<file path="src/rtl/netlist_vector_driver.sv">
// netlist_vector_driver
// Sequential stimulus/response engine for combinational scheduling netlists.
// A vector accepted on the in_* stream is registered onto drv. After SETTLE
// idle cycles the netlist outputs (obs) are captured. {drv, obs} is then
// returned on the res_* stream. Only one vector is in flight at a time.
//
// Optional build macro: VECTOR_DRIVER_MISR_EN
//   When defined, adds output sig[15:0]. This is a 16-bit MISR that folds in
//   every captured obs. When undefined, there is no sig port and no MISR
//   logic.
module netlist_vector_driver #(
  parameter int NI     = 5,
  parameter int NO     = 2,
  parameter int SETTLE = 2
) (
  input  logic             clk,
  input  logic             rst,
  input  logic             in_valid,
  output logic             in_ready,
  input  logic [NI-1:0]    in_vec,
  output logic [NI-1:0]    drv,
  input  logic [NO-1:0]    obs,
  output logic             res_valid,
  input  logic             res_ready,
  output logic [NI+NO-1:0] res_vec,
  output logic [15:0]      vec_count
`ifdef VECTOR_DRIVER_MISR_EN
  ,
  output logic [15:0]      sig
`endif
);

  // The settle counter is 8 bits wide, so longer settle times cannot be
  // represented.
  if (SETTLE < 0 || SETTLE > 255) begin : g_settle_range
    $error("netlist_vector_driver: SETTLE must be in 0..255");
  end

  localparam logic [1:0] ST_IDLE    = 2'd0;
  localparam logic [1:0] ST_SETTLE  = 2'd1;
  localparam logic [1:0] ST_CAPTURE = 2'd2;
  localparam logic [1:0] ST_HOLD    = 2'd3;

  // Last counter value spent in SETTLE. It is unused when SETTLE is 0,
  // because acceptance then jumps straight to CAPTURE.
  localparam logic [7:0] SETTLE_LAST = 8'((SETTLE > 0) ? (SETTLE - 1) : 0);

  logic [1:0] state;
  logic [1:0] state_nxt;
  logic [7:0] settle_cnt;
  logic       accept;
  logic       consume;

  // in_ready is gated by rst so that it reads low for the whole reset
  // assertion, not only after the first clock edge.
  assign in_ready = rst && (state == ST_IDLE);
  assign accept   = in_valid && in_ready;
  assign consume  = (state == ST_HOLD) && res_valid && res_ready;

  // Next-state selection for the IDLE/SETTLE/CAPTURE/HOLD sequence.
  always_comb begin
    state_nxt = state;
    case (state)
      ST_IDLE: begin
        if (accept) begin
          state_nxt = (SETTLE > 0) ? ST_SETTLE : ST_CAPTURE;
        end
      end
      ST_SETTLE: begin
        if (settle_cnt == SETTLE_LAST) begin
          state_nxt = ST_CAPTURE;
        end
      end
      ST_CAPTURE: begin
        state_nxt = ST_HOLD;
      end
      ST_HOLD: begin
        if (consume) begin
          state_nxt = ST_IDLE;
        end
      end
      default: begin
        state_nxt = ST_IDLE;
      end
    endcase
  end

  // State register.
  always_ff @(posedge clk or negedge rst) begin
    if (!rst) begin
      state <= ST_IDLE;
    end else begin
      state <= state_nxt;
    end
  end

  // Settle counter: cleared on acceptance and advanced while settling.
  always_ff @(posedge clk or negedge rst) begin
    if (!rst) begin
      settle_cnt <= '0;
    end else if (accept) begin
      settle_cnt <= '0;
    end else if (state == ST_SETTLE) begin
      settle_cnt <= settle_cnt + 8'd1;
    end
  end

  // Drive register: it changes only when a new vector is accepted. Between
  // transactions it keeps the last applied vector.
  always_ff @(posedge clk or negedge rst) begin
    if (!rst) begin
      drv <= '0;
    end else if (accept) begin
      drv <= in_vec;
    end
  end

  // Result register: it captures {drv, obs} once and then holds stable
  // until the consumer takes it.
  always_ff @(posedge clk or negedge rst) begin
    if (!rst) begin
      res_vec   <= '0;
      res_valid <= 1'b0;
    end else if (state == ST_CAPTURE) begin
      res_vec   <= {drv, obs};
      res_valid <= 1'b1;
    end else if (consume) begin
      res_valid <= 1'b0;
    end
  end

  // Count of results taken by the consumer. It wraps from 16'hFFFF to 0.
  always_ff @(posedge clk or negedge rst) begin
    if (!rst) begin
      vec_count <= '0;
    end else if (consume) begin
      vec_count <= vec_count + 16'd1;
    end
  end

`ifdef VECTOR_DRIVER_MISR_EN
  logic        misr_fb;
  logic [15:0] misr_nxt;

  // MISR update: rotate left by one, apply the feedback taps, then fold in
  // obs (zero-extended to 16 bits).
  always_comb begin
    misr_fb  = sig[15];
    misr_nxt = {sig[14:0], misr_fb} ^ (misr_fb ? 16'h1020 : 16'h0000)
               ^ 16'(obs);
  end

  // The signature advances only on a capture. It does not depend on
  // res_ready.
  always_ff @(posedge clk or negedge rst) begin
    if (!rst) begin
      sig <= '1;
    end else if (state == ST_CAPTURE) begin
      sig <= misr_nxt;
    end
  end
`endif

endmodule
</file>
<file path="config.mk">
export PLATFORM = sky130hd
export DESIGN_NAME = netlist_vector_driver
export DESIGN_NICKNAME = d
export VERILOG_FILES = /design/src/rtl/netlist_vector_driver.sv
export SDC_FILE = /design/constraint.sdc
export NUM_CORES = 1
export LEC_CHECK = 0
export ABC_AREA = 1
export CORE_ASPECT_RATIO = 1.25
export CORE_UTILIZATION = 53
export CTS_BUF_LIST = sky130_fd_sc_hd__clkbuf_4 sky130_fd_sc_hd__clkbuf_8
export DETAILED_ROUTE_END_ITERATION = 8
export PLACE_DENSITY = 0.82
export SLEW_MARGIN = 20
export SYNTH_ARGS = -nofsm -noshare
export SYNTH_HDL_FRONTEND = slang
export SYNTH_SLANG_ARGS = --single-unit
</file>
<file path="constraint.sdc">
create_clock -name clk -period 1.5 [get_ports clk]
set_input_delay 0.3 -clock clk [delete_from_list [all_inputs] [get_ports clk]]
set_output_delay 0.3 -clock clk [all_outputs]
set_load 0.01 [all_outputs]
</file>
After elaboration in Yosys (flattened, before gate mapping)
Cells that the tools add are included.
Storage, ports and cells
  flip-flop bits (word level): 39
  bits of input ports: 11
  output and inout bits: 30
  word-level logic and storage cells: 31
Operators by class
  add/subtract/negate cells: 2
  equal/unequal tests: 7
  muxes and demuxes: 8
  reductions and logical operators: 8
Operator list (number)
  16-bit by 1-bit adder with 16-bit output, second input constant: 1
  8-bit 2-to-1 mux: 2
  8-bit by 1-bit adder with 8-bit output, second input constant: 1
  8-bit by 1-bit == test with 1-bit output, second input constant: 1
  2-bit one-hot mux with 4 select lines: 1
  2-bit 2-to-1 mux: 3
  2-bit inequality test, second input constant: 3
  2-bit == test, second input constant: 2
  1-bit logical AND: 4
  2-bit nonzero test: 2
  3-bit AND reduction: 1
  2-bit by 1-bit == test with 1-bit output, second input constant: 1
  2-bit logical NOT: 1
  1-bit 2-to-1 mux: 2

Logic depth before layout (Yosys ltp)
  word-level depth: 5
  gate-level depth with buffers: 8
  gate-level depth less buffers: 8

Worst setup path before layout
No wires, ideal clock.
  path kind: reg2reg
  start: register state[1]
  end: register settle_cnt[5]
  library setup time: 119 ps
  arrival time: 1211 ps
  data required time: 1381 ps
  setup slack: 170 ps
  stages on the path, launching flop included: 8
  buffers on the path: 0
  clock period less this slack: 1330 ps
  cells stage by stage: dfrtp_1 -> inv_1 -> ha_1 -> inv_1 -> nor3_2 -> nand3_1 -> nand2_1 -> nor2_1
On the way
  cells in the longest elaborated chain, start to end: 4
  elaborated cells on any way between the ends: 6
  those cells by class: eq/ne (1); mux (1); reduce/logical (4)
RTL lines
  from (decl): line 48  | logic [1:0] state;
  from (signal assigned): line 93  | state <= state_nxt;
  2-bit logical NOT: line 56  | assign in_ready = rst && (state == ST_IDLE);
  1-bit logical AND: line 56
  1-bit logical AND: line 57  | assign accept = in_valid && in_ready;
  8-bit 2-to-1 mux / 2-bit nonzero test (equally long branches)
  to (signal assigned): line 104  | settle_cnt <= settle_cnt + 8'd1;
  to (decl): line 50  | logic [7:0] settle_cnt;
Parallel ways exist; a longest one is shown, timed or not.
A chain may end at the register's enable or synchronous reset.

Worst setup path after layout
  start: register state[0]
  end: register vec_count[9]
On the way
  cells in the longest elaborated chain, start to end: 3
RTL lines
  2-bit == test: line 58  | assign consume = (state == ST_HOLD) && res_valid && res_ready;
  1-bit logical AND (2 in a row): line 58
  to (signal assigned): line 137  | vec_count <= vec_count + 16'd1;
  to (decl): line 26  | output logic [15:0] vec_count
Every way passes these cells.

==> results summary <==
In this run, synthesis inferred 0 flip-flops with an integrated enable. After clock tree synthesis, the clock-pin slew on the worst setup and hold paths is 0.08 ns. In the final design database the tool counted approximately 340 nets. Using the TritonRoute via totals, the vias-per-cell ratio works out to 5.20. The maximum fanout count along the critical path is 6. The longest clock path from root to sink contains 2 buffers. The post-route standard cell area excluding fillers is around 0.0029 mm2. OpenSTA, run right after detailed placement, puts the worst setup slack at -0.118 ns. The number of buffers created by CTS is 5. The number of antenna diodes is 0. Summed over all cells, the static leakage comes to 1.72 nW. The final count of negative-setup-slack endpoints is 0. For this run, the register share of the synthesized area comes to 48.8%. The via count of the first global-routing pass is 1903. Entering global routing, the biggest net connects 40 pins. The post-synthesis async set-or-reset flop share came out at 100%.

The family of cells with the greatest summed delay on the critical path is simple AND/OR/NAND/NOR gates. The average detailed-routed wire length per instance came out at approximately 13 um. STA classifies the critical path endpoint as a register.

The wire length on met3 came out at 213 um. The number of antenna violations at the first check in global routing came to 0. The number of iterations in the first detailed-routing pass is 6. The cell row count is 24.

The total power came out at 4.34 mW. The biggest cell delay along the critical path is 0.36 ns. The Yosys step of the flow raised 0 warnings. The initial standard-cell utilization of the core came out at 56.5%.

The post-route met1 wirelength came out at 1930 um. The clock latency of the later-clocked register in the worst-skew pair is 0.29 ns. In the post-synthesis netlist, the cell with the most instances is sky130_fd_sc_hd__nand2_1. The cell taking the most area after synthesis is sky130_fd_sc_hd__dfrtp_1.

After layout, the minimum clock period comes to about 1.5 ns. The flop and latch count out of synthesis came out at 39. The number of placed I/O pins came out at 41.

The buffer type at the clock tree root is sky130_fd_sc_hd__clkbuf_8. Sorting the synthesized cells by how often they occur yields sky130_fd_sc_hd__nand2_1 (91), sky130_fd_sc_hd__dfrtp_1 (39), sky130_fd_sc_hd__inv_1 (26). The worst-margin pin slew is 0.486 ns. The area of placed instances is about 0.0026 mm2. Summing over every cut layer, the via total after detailed routing is roughly 1900. The tightest min-delay check is of the primary input to asynchronous set/reset pin type. The slowest stage of the critical path belongs to the cell sky130_fd_sc_hd__dfrtp_1. After global routing the overflow that remains totals 0. The topmost layer with routed signal wires is met4. The checks that failed: DRC. The run finished, with violations left.

After the first detailed-routing iteration, the DRC count stood at 49. Synthesis produced roughly 250 cells. The die outline height is 70.7 um. The number of unique standard cell types used by synthesis is 26.

The floorplan die area is roughly 0.0040 mm2. In this run the mean area of a mapped cell was 8.14 um2. After filler insertion, the fill cell instance count of the layout stands at 235.

At the worst endpoint, the arrival time is 1.64 ns. Among all flip-flop cells after synthesis, the most frequent one is sky130_fd_sc_hd__dfrtp_1. The sequential cells in the finished layout cover a total of approximately 1000 um2. The final worst clock skew came out at 0.00959 ns. TritonCTS built the clock tree.

The die boundary width is 57.0 um. Summing every instance area after synthesis gives about 0.002 mm2. Setup repair after global routing could not meet its margin everywhere. Across the VDD grid, the largest voltage drop is 0.00109 V. The total clock sinks came out at 39. The final worst-path setup slack is 0.0451 ns. The wire length of the first global-routing pass is 8070 um. In this run the remaining antenna-violating nets after routing total 0. The routed wire length on met2 is 2530 um. After detailed routing, the total wire length is about 4800 um. The maximum level of the CTS H-tree is 2. The layout overhead on the synthesized area is 42.7%. The max-capacitance violation count came out at 0. The total area inside the core boundary comes to 0.00354 mm2. STA classifies the critical path startpoint as a register. The relative slew slack came out at 67.6%. The final cycle utilization of the critical path came out at 97.0%. The proportion of layout cells with a drive suffix above 1 is 19.1%. The power per standard cell area came out at approximately 1500 mW/mm2.

The routability congestion estimate from global placement is 0.818. Data on the critical path is required at its endpoint by 1.69 ns. The critical path is of the register to register type. The fraction of synthesized cell area taken by the top area cell type is 48.8%. Based on the critical path, the design can be clocked at up to a little under 700 MHz. The critical path goes through buf_4 -> ha_4 -> nand3_4 -> nor2_4 -> nand2_2 -> o21ai_1 -> nand2_1. The remaining design rule violation count came out at 7. The placed wire-length estimate is 3210 um. The overall routing resource usage is between 20% and 30%. The area taken by multi-input logic gates came out at 967 um2. The critical path buffer and inverter count is 1.

The net count of the mapped netlist is roughly 270. The final hold violation count is 0. Buffers placed on the I/O ports in this run total 40. By area the synthesized netlist is led by sky130_fd_sc_hd__dfrtp_1 (49%), sky130_fd_sc_hd__nand2_1 (17%), sky130_fd_sc_hd__ha_1 (5.0%). The final-report max-slew violation count came out at 0.
## kinds of logic (layout without fill, tap and decap cells)
family          count (synthesis)  in the layout  synth area share (%)
buf+inv                        31            104                  6.31
xor+xnor                        7              7                  3.06
flops                          39             39                  48.8
compound gates                 15             15                  4.00
fa+ha+maj                       8              8                  5.00
simple gates                  146            146                  32.9
## flip-flops by register name, summed over array words and instances (netlist names)
name	cells
drv	5
res_valid	1
res_vec	7
settle_cnt	8
state	2
vec_count	16
## placed cells by master, fill, tap and decap left out, drive strengths merged
master / instances
a21boi: 1
a21oi: 6
buf: 30
bufinv: 2
clkbuf: 6
clkdlybuf4s50: 9
clkinv: 1
dfrtp: 39
dlygate4sd2: 13
dlymetal6s2s: 16
ha: 8
inv: 27
nand2: 93
nand3: 21
nand4: 5
nor2: 21
nor3: 5
o21ai: 7
o31ai: 1
or2: 1
xnor2: 4
xor2: 3
## layer usage
metal / up-vias / global-route usage, %
met4: 0 / 11.4
met1: 877 / 29.9
met2: 48 / 44.8
met3: 14 / 6.03
li1: 921 / -
met5: - / 0
## worst paths after layout
| check | start | end | slack (ns) | cells past startpoint |
|---|---|---|---|---|
| setup / recovery | state[0]$_DFFE_PN0P_ | vec_count[9]$_DFFE_PN0P_ | 0.05 | 7 |
| hold / removal | rst | vec_count[5]$_DFFE_PN0P_ | 0.09 | 2 |
| setup reg to reg | state[0]$_DFFE_PN0P_ | vec_count[9]$_DFFE_PN0P_ | 0.05 | 7 |
| hold reg to reg | res_vec[4]$_DFFE_PN0P_ | res_vec[4]$_DFFE_PN0P_ | 0.47 | 2 |
| max in group asynchronous | rst | settle_cnt[1]$_DFFE_PN0P_ | 1.07 | 2 |
| min in group clk | res_vec[4]$_DFFE_PN0P_ | res_vec[4]$_DFFE_PN0P_ | 0.47 | 2 |
## what timing repair did
item / CTS / global route
setup buffers: 10 / 0
gates resized for setup: 18 / 35
pin swaps: 0 / 2
setup endpoints to repair: 22 / 34
hold buffers: 0 / 0
## per-stage QoR
stage	util [%]	setup TNS, ns	hold slack, ns	instances
floorplan	-	0	0.00441	246
global placement	72.2	-0.533	0.415	340
detailed placement	72.2	-1.04	0.427	340
CTS	77.9	-0.0730	0.109	358
global route	80.6	-0.174	0.150	358
finish	80.6	0	0.0916	358
## worst reg2reg max path, stage by stage, from the launching register on
cell and delay (ns):
sky130_fd_sc_hd__dfrtp_1 0.36, sky130_fd_sc_hd__buf_4 0.14, sky130_fd_sc_hd__ha_4 0.16, sky130_fd_sc_hd__nand3_4 0.16, sky130_fd_sc_hd__nor2_4 0.17, sky130_fd_sc_hd__nand2_2 0.12, sky130_fd_sc_hd__o21ai_1 0.18, sky130_fd_sc_hd__nand2_1 0.06
## report_power, final
group / switching, mW / internal [mW] / total, mW
Clock: 0.379 / 0.683 / 1.06
Sequential: 0.195 / 1.33 / 1.52
Combinational: 0.926 / 0.829 / 1.76
Total: 1.50 / 2.84 / 4.34
## final cells by class
| type | instances | share of cell area (%) |
|---|---|---|
| clock buffers | 6 | 2.67 |
| well taps | 39 | 1.71 |
| multi-input cells | 176 | 33.8 |
| clock inverters | 2 | 2.10 |
| repair buffers | 68 | 21.8 |
| flip-flops and latches | 39 | 34.2 |
| inverters | 28 | 3.68 |
Power figures use the tool's default switching activity.
